File: src/rtl/count_monitor_pkg.sv
// -----------------------------------------------------------------------------
// count_monitor_pkg
// Shared types and constants for count_event_monitor and its match detector.
//   state_e     : monitor FSM state (IDLE, CLEAR, RUN, DONE)
//   RSN_*       : done_reason encodings
//   DEF_*       : default parameter values
//   reason_f    : folds the stop/target end causes into a done_reason code
// -----------------------------------------------------------------------------
package count_monitor_pkg;

  typedef enum logic [1:0] {
    IDLE  = 2'd0,
    CLEAR = 2'd1,
    RUN   = 2'd2,
    DONE  = 2'd3
  } state_e;

  localparam logic [1:0] RSN_TIMEOUT = 2'b00;
  localparam logic [1:0] RSN_TARGET  = 2'b01;
  localparam logic [1:0] RSN_STOP    = 2'b10;
  localparam logic [1:0] RSN_BOTH    = 2'b11;

  localparam int DEF_WIDTH      = 8;
  localparam int DEF_EVT_W      = 4;
  localparam int DEF_WRAP_LIMIT = 4;

  // Bit 0 flags the target, bit 1 flags stop; neither means timeout.
  function automatic logic [1:0] reason_f(input logic by_target, input logic by_stop);
    return {by_stop, by_target};
  endfunction

endpackage

File: src/rtl/count_event_monitor_if.sv
// -----------------------------------------------------------------------------
// count_event_monitor_if
// Bundles the run-control handshake, the counter loop and the status outputs.
//   start/stop/threshold/target_evts : run control (driven by master)
//   count_in                         : counter value (driven by master side)
//   cnt_en/cnt_rst                   : counter control (driven by slave)
//   match/wrap/evt_count             : event observation (driven by slave)
//   busy/done/done_reason/done_ack   : completion handshake
//
// Handshake: start is a request taken only while the monitor is idle (busy=0,
// done=0); a run ends by raising done, which stays high together with
// done_reason and evt_count until done_ack is seen high at a rising edge, after
// which the monitor returns to idle. stop is honoured only while running.
//
// Modports: master = environment / test harness, slave = the monitor.
// -----------------------------------------------------------------------------
interface count_event_monitor_if #(
  parameter int WIDTH = 8,
  parameter int EVT_W = 4
);
  logic             start;
  logic             stop;
  logic [WIDTH-1:0] threshold;
  logic [EVT_W-1:0] target_evts;
  logic [WIDTH-1:0] count_in;
  logic             cnt_en;
  logic             cnt_rst;
  logic             match;
  logic             wrap;
  logic [EVT_W-1:0] evt_count;
  logic             busy;
  logic             done;
  logic [1:0]       done_reason;
  logic             done_ack;

  modport master (
    output start, stop, threshold, target_evts, count_in, done_ack,
    input  cnt_en, cnt_rst, match, wrap, evt_count, busy, done, done_reason
  );

  modport slave (
    input  start, stop, threshold, target_evts, count_in, done_ack,
    output cnt_en, cnt_rst, match, wrap, evt_count, busy, done, done_reason
  );
endinterface

File: src/rtl/count_match_detect.sv
// -----------------------------------------------------------------------------
// count_match_detect
// Tracks the previous counter sample and detects threshold matches and
// all-ones -> zero wraps while the monitor is running.
//   clk, rst     : clock, asynchronous active-high reset
//   run_i        : monitor is in RUN (detection and sampling enabled)
//   clear_i      : monitor is in CLEAR (forget the previous sample)
//   count_i      : counter value
//   thr_i        : latched threshold
//   hit_o        : combinational match qualification for this cycle
//   wrap_hit_o   : combinational wrap qualification for this cycle
//   match_o      : registered one-cycle match pulse
//   wrap_o       : registered one-cycle wrap pulse
// -----------------------------------------------------------------------------
module count_match_detect #(
  parameter int WIDTH = 8
) (
  input  logic             clk,
  input  logic             rst,
  input  logic             run_i,
  input  logic             clear_i,
  input  logic [WIDTH-1:0] count_i,
  input  logic [WIDTH-1:0] thr_i,
  output logic             hit_o,
  output logic             wrap_hit_o,
  output logic             match_o,
  output logic             wrap_o
);

  logic [WIDTH-1:0] prev_count_q, prev_count_d;
  logic             prev_valid_q, prev_valid_d;
  logic             match_q, match_d;
  logic             wrap_q, wrap_d;

  // A match is an arrival at the threshold: a counter parked on the threshold
  // value counts once, not once per cycle. The first sample after CLEAR has
  // no history and qualifies on equality alone.
  assign hit_o = run_i && (count_i == thr_i) &&
                 (!prev_valid_q || (prev_count_q != thr_i));

  assign wrap_hit_o = run_i && prev_valid_q && (&prev_count_q) && (count_i == '0);

  always_comb begin
    prev_count_d = prev_count_q;
    prev_valid_d = prev_valid_q;
    match_d      = hit_o;
    wrap_d       = wrap_hit_o;
    if (clear_i) begin
      prev_valid_d = 1'b0;
    end else if (run_i) begin
      prev_count_d = count_i;
      prev_valid_d = 1'b1;
    end
  end

  always_ff @(posedge clk or posedge rst) begin
    if (rst) begin
      prev_count_q <= '0;
      prev_valid_q <= 1'b0;
      match_q      <= 1'b0;
      wrap_q       <= 1'b0;
    end else begin
      prev_count_q <= prev_count_d;
      prev_valid_q <= prev_valid_d;
      match_q      <= match_d;
      wrap_q       <= wrap_d;
    end
  end

  assign match_o = match_q;
  assign wrap_o  = wrap_q;

endmodule

File: src/rtl/count_event_monitor.sv
// -----------------------------------------------------------------------------
// count_event_monitor
// Drives an external 8-bit enable counter (enable + synchronous clear), watches
// its output for threshold matches and wraps, accumulates matches up to a
// programmed target and reports completion through a done/done_ack handshake.
//   clk, rst : clock, asynchronous active-high reset
//   bus      : count_event_monitor_if.slave (control, counter loop, status)
//   state_o  : FSM state for observation
//
// Optional build macro COUNT_MONITOR_WRAP_LIMIT_EN: adds a wrap counter that
// ends a run with reason 00 (timeout) after WRAP_LIMIT wraps. Without it a run
// with target 0 ends only on stop.
// -----------------------------------------------------------------------------
module count_event_monitor
  import count_monitor_pkg::*;
#(
  parameter int WIDTH      = DEF_WIDTH,
  parameter int EVT_W      = DEF_EVT_W,
  parameter int WRAP_LIMIT = DEF_WRAP_LIMIT
) (
  input  logic                  clk,
  input  logic                  rst,
  count_event_monitor_if.slave  bus,
  output state_e                state_o
);

  localparam logic [EVT_W-1:0] EVT_MAX = '1;
  localparam logic [EVT_W-1:0] EVT_ONE = {{(EVT_W-1){1'b0}}, 1'b1};

  state_e           state_q, state_d;
  logic [WIDTH-1:0] thr_q, thr_d;
  logic [EVT_W-1:0] tgt_q, tgt_d;
  logic [EVT_W-1:0] evt_q, evt_d;
  logic [1:0]       rsn_q, rsn_d;

  logic             run_w;
  logic             clear_w;
  logic             hit_w;
  logic             wrap_hit_w;
  logic             match_w;
  logic             wrap_w;
  logic [EVT_W-1:0] evt_inc;
  logic             tgt_hit;

`ifdef COUNT_MONITOR_WRAP_LIMIT_EN
  localparam int             WC_W      = $clog2(WRAP_LIMIT + 1);
  localparam logic [WC_W-1:0] WRAP_LIM_C = WC_W'(WRAP_LIMIT);
  localparam logic [WC_W-1:0] WC_ONE     = {{(WC_W-1){1'b0}}, 1'b1};

  logic [WC_W-1:0] wcnt_q, wcnt_d;
  logic [WC_W-1:0] wcnt_inc;

  assign wcnt_inc = wcnt_q + WC_ONE;
`else
  localparam int unused_wrap_limit = WRAP_LIMIT;
`endif

  assign run_w   = (state_q == RUN);
  assign clear_w = (state_q == CLEAR);

  count_match_detect #(
    .WIDTH (WIDTH)
  ) u_detect (
    .clk        (clk),
    .rst        (rst),
    .run_i      (run_w),
    .clear_i    (clear_w),
    .count_i    (bus.count_in),
    .thr_i      (thr_q),
    .hit_o      (hit_w),
    .wrap_hit_o (wrap_hit_w),
    .match_o    (match_w),
    .wrap_o     (wrap_w)
  );

  // Saturating increment: the match count sticks at all-ones.
  assign evt_inc = (evt_q == EVT_MAX) ? evt_q : (evt_q + EVT_ONE);

  // Target 0 means unlimited, so it can never be "reached".
  assign tgt_hit = hit_w && (tgt_q != '0) && (evt_inc == tgt_q);

  always_comb begin
    state_d = state_q;
    thr_d   = thr_q;
    tgt_d   = tgt_q;
    evt_d   = evt_q;
    rsn_d   = rsn_q;
`ifdef COUNT_MONITOR_WRAP_LIMIT_EN
    wcnt_d  = wcnt_q;
`endif
    case (state_q)
      IDLE: begin
        if (bus.start) begin
          thr_d   = bus.threshold;
          tgt_d   = bus.target_evts;
          evt_d   = '0;
          rsn_d   = RSN_TIMEOUT;
          state_d = CLEAR;
        end
      end
      CLEAR: begin
`ifdef COUNT_MONITOR_WRAP_LIMIT_EN
        wcnt_d  = '0;
`endif
        state_d = RUN;
      end
      RUN: begin
        if (hit_w) begin
          evt_d = evt_inc;
        end
`ifdef COUNT_MONITOR_WRAP_LIMIT_EN
        if (wrap_hit_w) begin
          wcnt_d = wcnt_inc;
        end
`endif
        // Stop and target outrank the wrap timeout when they coincide.
        if (bus.stop || tgt_hit) begin
          rsn_d   = reason_f(tgt_hit, bus.stop);
          state_d = DONE;
        end
`ifdef COUNT_MONITOR_WRAP_LIMIT_EN
        else if (wrap_hit_w && (wcnt_inc == WRAP_LIM_C)) begin
          rsn_d   = RSN_TIMEOUT;
          state_d = DONE;
        end
`endif
      end
      DONE: begin
        if (bus.done_ack) begin
          state_d = IDLE;
        end
      end
      default: state_d = IDLE;
    endcase
  end

  always_ff @(posedge clk or posedge rst) begin
    if (rst) begin
      state_q <= IDLE;
      thr_q   <= '0;
      tgt_q   <= '0;
      evt_q   <= '0;
      rsn_q   <= RSN_TIMEOUT;
    end else begin
      state_q <= state_d;
      thr_q   <= thr_d;
      tgt_q   <= tgt_d;
      evt_q   <= evt_d;
      rsn_q   <= rsn_d;
    end
  end

`ifdef COUNT_MONITOR_WRAP_LIMIT_EN
  always_ff @(posedge clk or posedge rst) begin
    if (rst) begin
      wcnt_q <= '0;
    end else begin
      wcnt_q <= wcnt_d;
    end
  end
`endif

  // Counter control decodes straight from the state register.
  assign bus.cnt_en      = run_w;
  assign bus.cnt_rst     = clear_w;
  assign bus.match       = match_w;
  assign bus.wrap        = wrap_w;
  assign bus.evt_count   = evt_q;
  assign bus.busy        = clear_w || run_w;
  assign bus.done        = (state_q == DONE);
  assign bus.done_reason = rsn_q;
  assign state_o         = state_q;

endmodule
File: src/flat_wrapper.sv
// flat-port wrapper written by rule: the top's interface ports become plain ports
module count_event_monitor_flat import count_monitor_pkg::*;
#(
  parameter int WIDTH      = DEF_WIDTH,
  parameter int EVT_W      = DEF_EVT_W,
  parameter int WRAP_LIMIT = DEF_WRAP_LIMIT
)
  (clk, rst, state_o, bus_start, bus_stop, bus_threshold, bus_target_evts, bus_count_in, bus_done_ack, bus_cnt_en, bus_cnt_rst, bus_match, bus_wrap, bus_evt_count, bus_busy, bus_done, bus_done_reason);
  count_event_monitor_if #(.WIDTH(WIDTH), .EVT_W(EVT_W)) bus_i ();
  input  logic clk;
  input  logic rst;
  output state_e state_o;
  input wire logic [$bits(bus_i.start)-1:0] bus_start;
  input wire logic [$bits(bus_i.stop)-1:0] bus_stop;
  input wire logic [$bits(bus_i.threshold)-1:0] bus_threshold;
  input wire logic [$bits(bus_i.target_evts)-1:0] bus_target_evts;
  input wire logic [$bits(bus_i.count_in)-1:0] bus_count_in;
  input wire logic [$bits(bus_i.done_ack)-1:0] bus_done_ack;
  output wire logic [$bits(bus_i.cnt_en)-1:0] bus_cnt_en;
  output wire logic [$bits(bus_i.cnt_rst)-1:0] bus_cnt_rst;
  output wire logic [$bits(bus_i.match)-1:0] bus_match;
  output wire logic [$bits(bus_i.wrap)-1:0] bus_wrap;
  output wire logic [$bits(bus_i.evt_count)-1:0] bus_evt_count;
  output wire logic [$bits(bus_i.busy)-1:0] bus_busy;
  output wire logic [$bits(bus_i.done)-1:0] bus_done;
  output wire logic [$bits(bus_i.done_reason)-1:0] bus_done_reason;
  assign bus_i.start = bus_start;
  assign bus_i.stop = bus_stop;
  assign bus_i.threshold = bus_threshold;
  assign bus_i.target_evts = bus_target_evts;
  assign bus_i.count_in = bus_count_in;
  assign bus_i.done_ack = bus_done_ack;
  assign bus_cnt_en = bus_i.cnt_en;
  assign bus_cnt_rst = bus_i.cnt_rst;
  assign bus_match = bus_i.match;
  assign bus_wrap = bus_i.wrap;
  assign bus_evt_count = bus_i.evt_count;
  assign bus_busy = bus_i.busy;
  assign bus_done = bus_i.done;
  assign bus_done_reason = bus_i.done_reason;
  count_event_monitor #(.WIDTH(WIDTH), .EVT_W(EVT_W), .WRAP_LIMIT(WRAP_LIMIT)) u_core (.clk(clk), .rst(rst), .bus(bus_i), .state_o(state_o));
endmodule
File: config.mk
export PLATFORM = sky130hd
export DESIGN_NAME = count_event_monitor_flat
export DESIGN_NICKNAME = d
export VERILOG_FILES = /design/src/rtl/count_monitor_pkg.sv /design/src/rtl/count_event_monitor_if.sv /design/src/rtl/count_match_detect.sv /design/src/rtl/count_event_monitor.sv /design/src/flat_wrapper.sv
export SDC_FILE = /design/constraint.sdc
export NUM_CORES = 1
export LEC_CHECK = 0
export ABC_AREA = 0
export CAP_MARGIN = 20
export CORE_MARGIN = 2
export CORE_UTILIZATION = 30
export DETAILED_ROUTE_END_ITERATION = 8
export PLACE_DENSITY_LB_ADDON = 0.12
export SLEW_MARGIN = 20
export SYNTH_ARGS = -nofsm -noshare
export SYNTH_HDL_FRONTEND = slang
export SYNTH_SLANG_ARGS = --single-unit
File: constraint.sdc
create_clock -name clk -period 3.15 [get_ports clk]
set_clock_uncertainty 0.2 [all_clocks]
set_input_delay 0.4725 -clock clk [delete_from_list [all_inputs] [get_ports clk]]
set_output_delay 0.4725 -clock clk [all_outputs]
set_load 0.005 [all_outputs]
* Yosys cells after proc, flatten, opt, wreduce, memory -nomap -nowiden
Index checks and enable logic that the tools add are counted.
** Storage, ports and cells
- Input port bits :: 25
- Logic and storage cells :: 57
- Output and inout bits :: 14
- Register bits after elaboration :: 31
** Operators by class
- Bitwise operators :: 1
- Equality and inequality tests :: 11
- Reductions and logical operators :: 22
- Add/sub/neg operators :: 1
- Muxes and demuxes :: 13
** Operators with widths (count)
- $mux W4 :: 3
- $mux W2 :: 5
- $reduce_and A3 Y1 :: 3
- $eq A8 B8 Y1 :: 1
- $logic_not A8 Y1 :: 1
- $ne A2 B2 Y1 const B :: 4
- $ne A8 B8 Y1 :: 1
- $pmux W2 S4 :: 1
- $pmux W4 S2 :: 1
- $reduce_and A8 Y1 :: 1
- $logic_and A1 B1 Y1 :: 7
- $add A4 B1 Y4 const B :: 1
- $eq A2 B2 Y1 const B :: 2
- $eq A4 B4 Y1 :: 1
- $eq A4 B4 Y1 const B :: 1
- $pmux W2 S2 :: 1
- $reduce_and A2 Y1 :: 2
- $reduce_bool A2 Y1 :: 2
- $reduce_bool A4 Y1 :: 1
- $logic_or A1 B1 Y1 :: 3
- $eq A2 B1 Y1 const B :: 1
- $logic_not A2 Y1 :: 1
- $mux W1 :: 2
- $logic_not A1 Y1 :: 1
- $not A1 Y1 :: 1

* Logic depth before layout (Yosys ltp)
- Word-level depth :: 8
- Mapped depth :: 8
- Depth with buffers taken out :: 8

* By module
A second synthesis with hierarchy kept.
** Second synthesis, totals
- Cells, all modules :: 162
- Area, all modules :: 1761.7 µm²
** By module, submodules not included
- count_event_monitor :: seq. area each 500.5 µm², area each 1142.3 µm², instances 1, cells an instance 110
- count_match_detect :: seq. area each 275.3 µm², area each 619.3 µm², instances 1, cells an instance 52

* Worst setup path before layout
Ideal clock, no wire load.
- Path kind :: register to register
- Start point :: register u_core.evt_q[0], in the netlist u_core.bus.evt_count[0]
- End point :: register u_core.state_q[1], in the netlist u_core.state_o[1]
- Path buffers :: 0
- Stages on the path, launching flop included :: 8
- Path slack :: 0.697 ns
- Setup time :: 0.126 ns
- Clock period less this slack :: 2.453 ns
- Data required time :: 2.824 ns
- Arrival :: 2.126 ns
- Cells stage by stage :: dfrtp_1 -> ha_1 -> or3_1 -> a32o_1 -> a222oi_1 -> nand4bb_1 -> and3_1 -> a311o_1
** On the way
- Longest elaborated chain between the ends :: 7
- Elaborated cells on any way between the ends :: 8
- Those cells by class :: add/sub (1); eq/ne (3); mux (1); reduce/logical (3)
** RTL lines
- start: declaration :: line count_event_monitor.sv:33 : logic [EVT_W-1:0] evt_q, evt_d;
- start signal: assignment :: line count_event_monitor.sv:148 : evt_q <= evt_d;
- $add A4 B1 Y4 / $eq A4 B4 Y1 (equally long branches) :: line count_event_monitor.sv:77 : assign evt_inc = (evt_q == EVT_MAX) ? evt_q : (evt_q + EVT_ONE);
- $mux W4 (*) :: line count_event_monitor.sv:77
- $eq A4 B4 Y1 (*) :: line count_event_monitor.sv:80 : assign tgt_hit = hit_w && (tgt_q != '0) && (evt_inc == tgt_q);
- $logic_and A1 B1 Y1 (*) :: line count_event_monitor.sv:80
- $logic_or A1 B1 Y1 (*) :: line count_event_monitor.sv:117 : if (bus.stop || tgt_hit) begin
- $ne A2 B2 Y1 (no line) (*)
- $reduce_and A3 Y1 (no line) (*)
- end signal: assignment :: line count_event_monitor.sv:145 : state_q <= state_d;
- end: declaration :: line count_event_monitor.sv:30 : state_e state_q, state_d;
Mark *: on every way between the ends. The rest lies on a longest branch, timed or not.
A chain may end at the register's enable or synchronous reset.

* Worst setup path after layout
- Start point :: register u_core.evt_q[1], in the netlist u_core.bus.evt_count[1]
- End point :: register u_core.state_q[1], in the netlist u_core.state_o[1]
The elaborated chain is that of the path after synthesis.

==> impl_metrics.py <==
metrics = {
    "outcome": {
        "outcome": "finished, final reports clean",
    },
    "floorplan": {
        "die_x_um": 79.8,
        "rows": 27,
        "coreArea_mm2": 0.00554,
        "initial_utilization_pct": 31.1,
        "die_height_um": 79.8,
        "die-area_mm2": 0.00637,
        "ios": 39,
    },
    "finish": {
        "final_nets": 235,
        "final_common_cell": "clkdlybuf4s50_1",
        "fillers": 549,
        "layout_common_cells": "clkdlybuf4s50_1 (38), dfrtp_1 (31), mux2_2 (21)",
        "finish.instance_area_mm2": 0.00231,
        "area_growth_pct": 33.7,
        "diodes": 0,
        "drive_gt1_share_pct": 15.0,
        "fin_util_pct": 41.6,
    },
    "detailed_routing": {
        "routed_wl_mm": 4.00,
        "drc": 0,
        "detail-route-antenna-nets": 0,
        "vias": 1372,
        "dr.pass1.iters": 4,
        "first_iter_violations": 131,
        "wl_per_cell_um": 14.4,
        "via_per_inst": 4.94,
    },
    "global_routing": {
        "track_usage_pct": 13.5,
        "grt_pass1_wl_mm": 6.70,
        "overflow": 0,
        "grt_max_degree": 32,
        "grt_pass1_vias": 1380,
        "antenna_found_initial": 0,
    },
    "clock_tree": {
        "numCtsBuffers": 5,
        "cts_root_buf": "clkbuf_8",
        "cts_setup_buffers": 0,
        "cts_hold_buf": 0,
        "cts_buffer_depth": 2,
        "path_clk_slew_ns": 0.07,
        "htree_levels": 2,
        "cts_sinks": 31,
        "clkLatencyLatePin_ns": 0.28,
        "cts_resized": 0,
        "cts_tree": "done",
    },
    "sta": {
        "period_share_pct": 86.1,
        "worst_pin_slew_ns": 0.589,
        "hold_viol_final": 0,
        "setup_violations": 0,
        "grt_setup_unrepaired": "false",
        "setup_tns_ns": 0,
        "fin_crit_ns": 2.71,
        "max_freq_ghz": 0.369,
        "maxSlewHeadroom_pct": 60.6,
        "slew_violations": 0,
    },
    "pwr": {
        "sw_frac_of_total_pct": 34.5,
        "combinationalPowerShare_pct": 44.6,
        "sequentialPowerShare_pct": 37.9,
        "p_switching_w": 0.000678,
        "p_int_w": 0.00129,
        "powerDensity_mw_per_mm2": 852,
        "p_leak_nw": 0.950,
        "total_power_w": 0.00197,
        "pwr-share-clk_pct": 17.5,
        "ir_drop_v": 0.000315,
    },
    "worst_setup_path": {
        "cpPeakStageDelay_ns": 0.47,
        "crit_path_max_fanout": 7,
        "setup.worst_path.class": "register to register",
        "arrival_ns": 2.68,
        "critPathSlowestCell": "dfrtp_1",
        "required_ns": 3.12,
        "cp_top_family": "compound AO/OA/AOI/OAI gates",
        "worst_setup_path_end_kind": "register",
        "crit_path_start_kind": "register",
        "crit_path_frequent_cell": "and3_1",
        "crit_path_cell_trace": "ha_1 -> and3_1 -> a211o_1 -> a222oi_1 -> nand4bb_1 -> and3_1 -> a311o_1",
        "worst-path-buf-inv": 0,
    },
    "place": {
        "post-dp-hpwl_mm": 3.03,
        "place.port_buffers": 38,
        "place_congestion": 0.802,
        "place_area_mm2": 0.00221,
    },
    "synthesis": {
        "syn_nets": 190,
        "synth_edf_count": 0,
        "synthArstFlopShare_pct": 100,
        "synth.distinct_cells": 38,
        "syn_inst": 160,
        "netlist_area_mm2": 0.00173,
        "synth_warnings": 0,
        "synth_ff_type": "dfrtp_1",
        "avgSynthCellArea_um2": 10.8,
        "ys_seq_elements": 31,
        "ys_seq_area_share_pct": 45.0,
    },
    "run": {
        "maxCapViolations": 0,
    },
    "worst_hold_path": {
        "hold_path.class": "register to register",
    },
}
[per-stage QoR]
stage / std cells / hold WS (ns) / setup WS, ns
3_5_place_dp: 270 / 0.293 / 0.366
4_1_cts: 278 / 0.309 / 0.440
3_3_place_gp: 270 / 0.292 / 0.404
5_1_grt: 278 / 0.385 / 0.336
6_report: 278 / 0.303 / 0.437
2_1_floorplan: 160 / 0.292 / 0.697
[tightest hold or removal path, delay by kind of cell (launching register included)]
kind,cells,cell delay [ns]
AO/OA/AOI/OAI,1,0.07
flip-flops,1,0.35
AND/OR/NAND/NOR,1,0.06
[synthesized netlist by cell type, drive strengths merged, types with 4 or more instances]
cell / number / area share (%)
a21oi: 6 / 1.7
dfrtp: 31 / 45
ha: 5 / 3.6
inv: 8 / 1.7
mux2: 21 / 14
nand2: 9 / 2.0
nand3: 4 / 1.2
nor2: 9 / 2.0
nor3: 4 / 1.2
o21ai: 4 / 1.2
xnor2: 17 / 8.6
[logic make-up (layout without fill, tap and decap cells)]
| family | Yosys count | after routing | share of synthesized area (%) |
|---|---|---|---|
| AND/OR/NAND/NOR | 46 | 46 | 14.4 |
| buffers and inverters | 11 | 57 | 2.39 |
| AO/OA/AOI/OAI | 26 | 26 | 10.6 |
| multiplexers | 24 | 24 | 15.4 |
| XOR/XNOR | 17 | 17 | 8.63 |
| flip-flops | 31 | 31 | 45.0 |
| adder cells (fa/ha/maj) | 5 | 5 | 3.63 |
[routing by layer]
metal  track usage [%]  part of all wire (%)  vias to the layer above  wire, um
met5                 0                     0                        -         0
met4              4.58                   1.6                        0        66
met3              3.62                   5.3                        7       211
met2              22.2                    49                       44      1940
met1              17.1                    45                      655      1780
li1                  -                     -                      666         -
[worst paths after layout]
| kind | start | endpoint | slack (ns) | cells past startpoint |
|---|---|---|---|---|
| worst max-delay path | u_core.bus.evt_count[1] | u_core.state_o[1] | 0.44 | 7 |
| worst min-delay path | u_core.bus.done_reason[0] | u_core.bus.done_reason[0] | 0.30 | 2 |
| worst max register to register | u_core.bus.evt_count[1] | u_core.state_o[1] | 0.44 | 7 |
| worst min register to register | u_core.bus.done_reason[0] | u_core.bus.done_reason[0] | 0.30 | 2 |
| max in group asynchronous | rst | u_core.thr_q[2] | 2.08 | 3 |
| min in group asynchronous | rst | u_core.tgt_q[3] | 0.38 | 3 |
[state kept, by name (all words and copies together), names as in the netlist]
signal	cells
u_core.bus.done_reason	2
u_core.u_detect.prev_count_q	8
u_core.u_detect.match_o	1
u_core.tgt_q	4
u_core.thr_q	8
u_core.u_detect.prev_valid_q	1
u_core.state_o	2
u_core.u_detect.wrap_o	1
u_core.bus.evt_count	4
[area by class of cell]
cell class | count | area [um2] | area share [%]
Multi-Input combinational cell | 118 | 908 | 39.4
Sequential cell | 31 | 776 | 33.6
Timing Repair Buffer | 41 | 403 | 17.5
Clock buffer | 8 | 100 | 4.34
Tap cell | 72 | 90.1 | 3.90
Inverter | 8 | 30.0 | 1.30
[power by group through the flow]
stage	logic, W	registers (W)	clock network, W
2_1_floorplan	0.000627	0.000706	0
3_3_place_gp	0.000873	0.000745	0
3_5_place_dp	0.000888	0.000753	0
4_1_cts	0.000891	0.000747	0.000356
5_1_grt	0.000975	0.000774	0.000374
6_report	0.000877	0.000745	0.000344
Note: power is estimated with default switching activity, not from simulation.
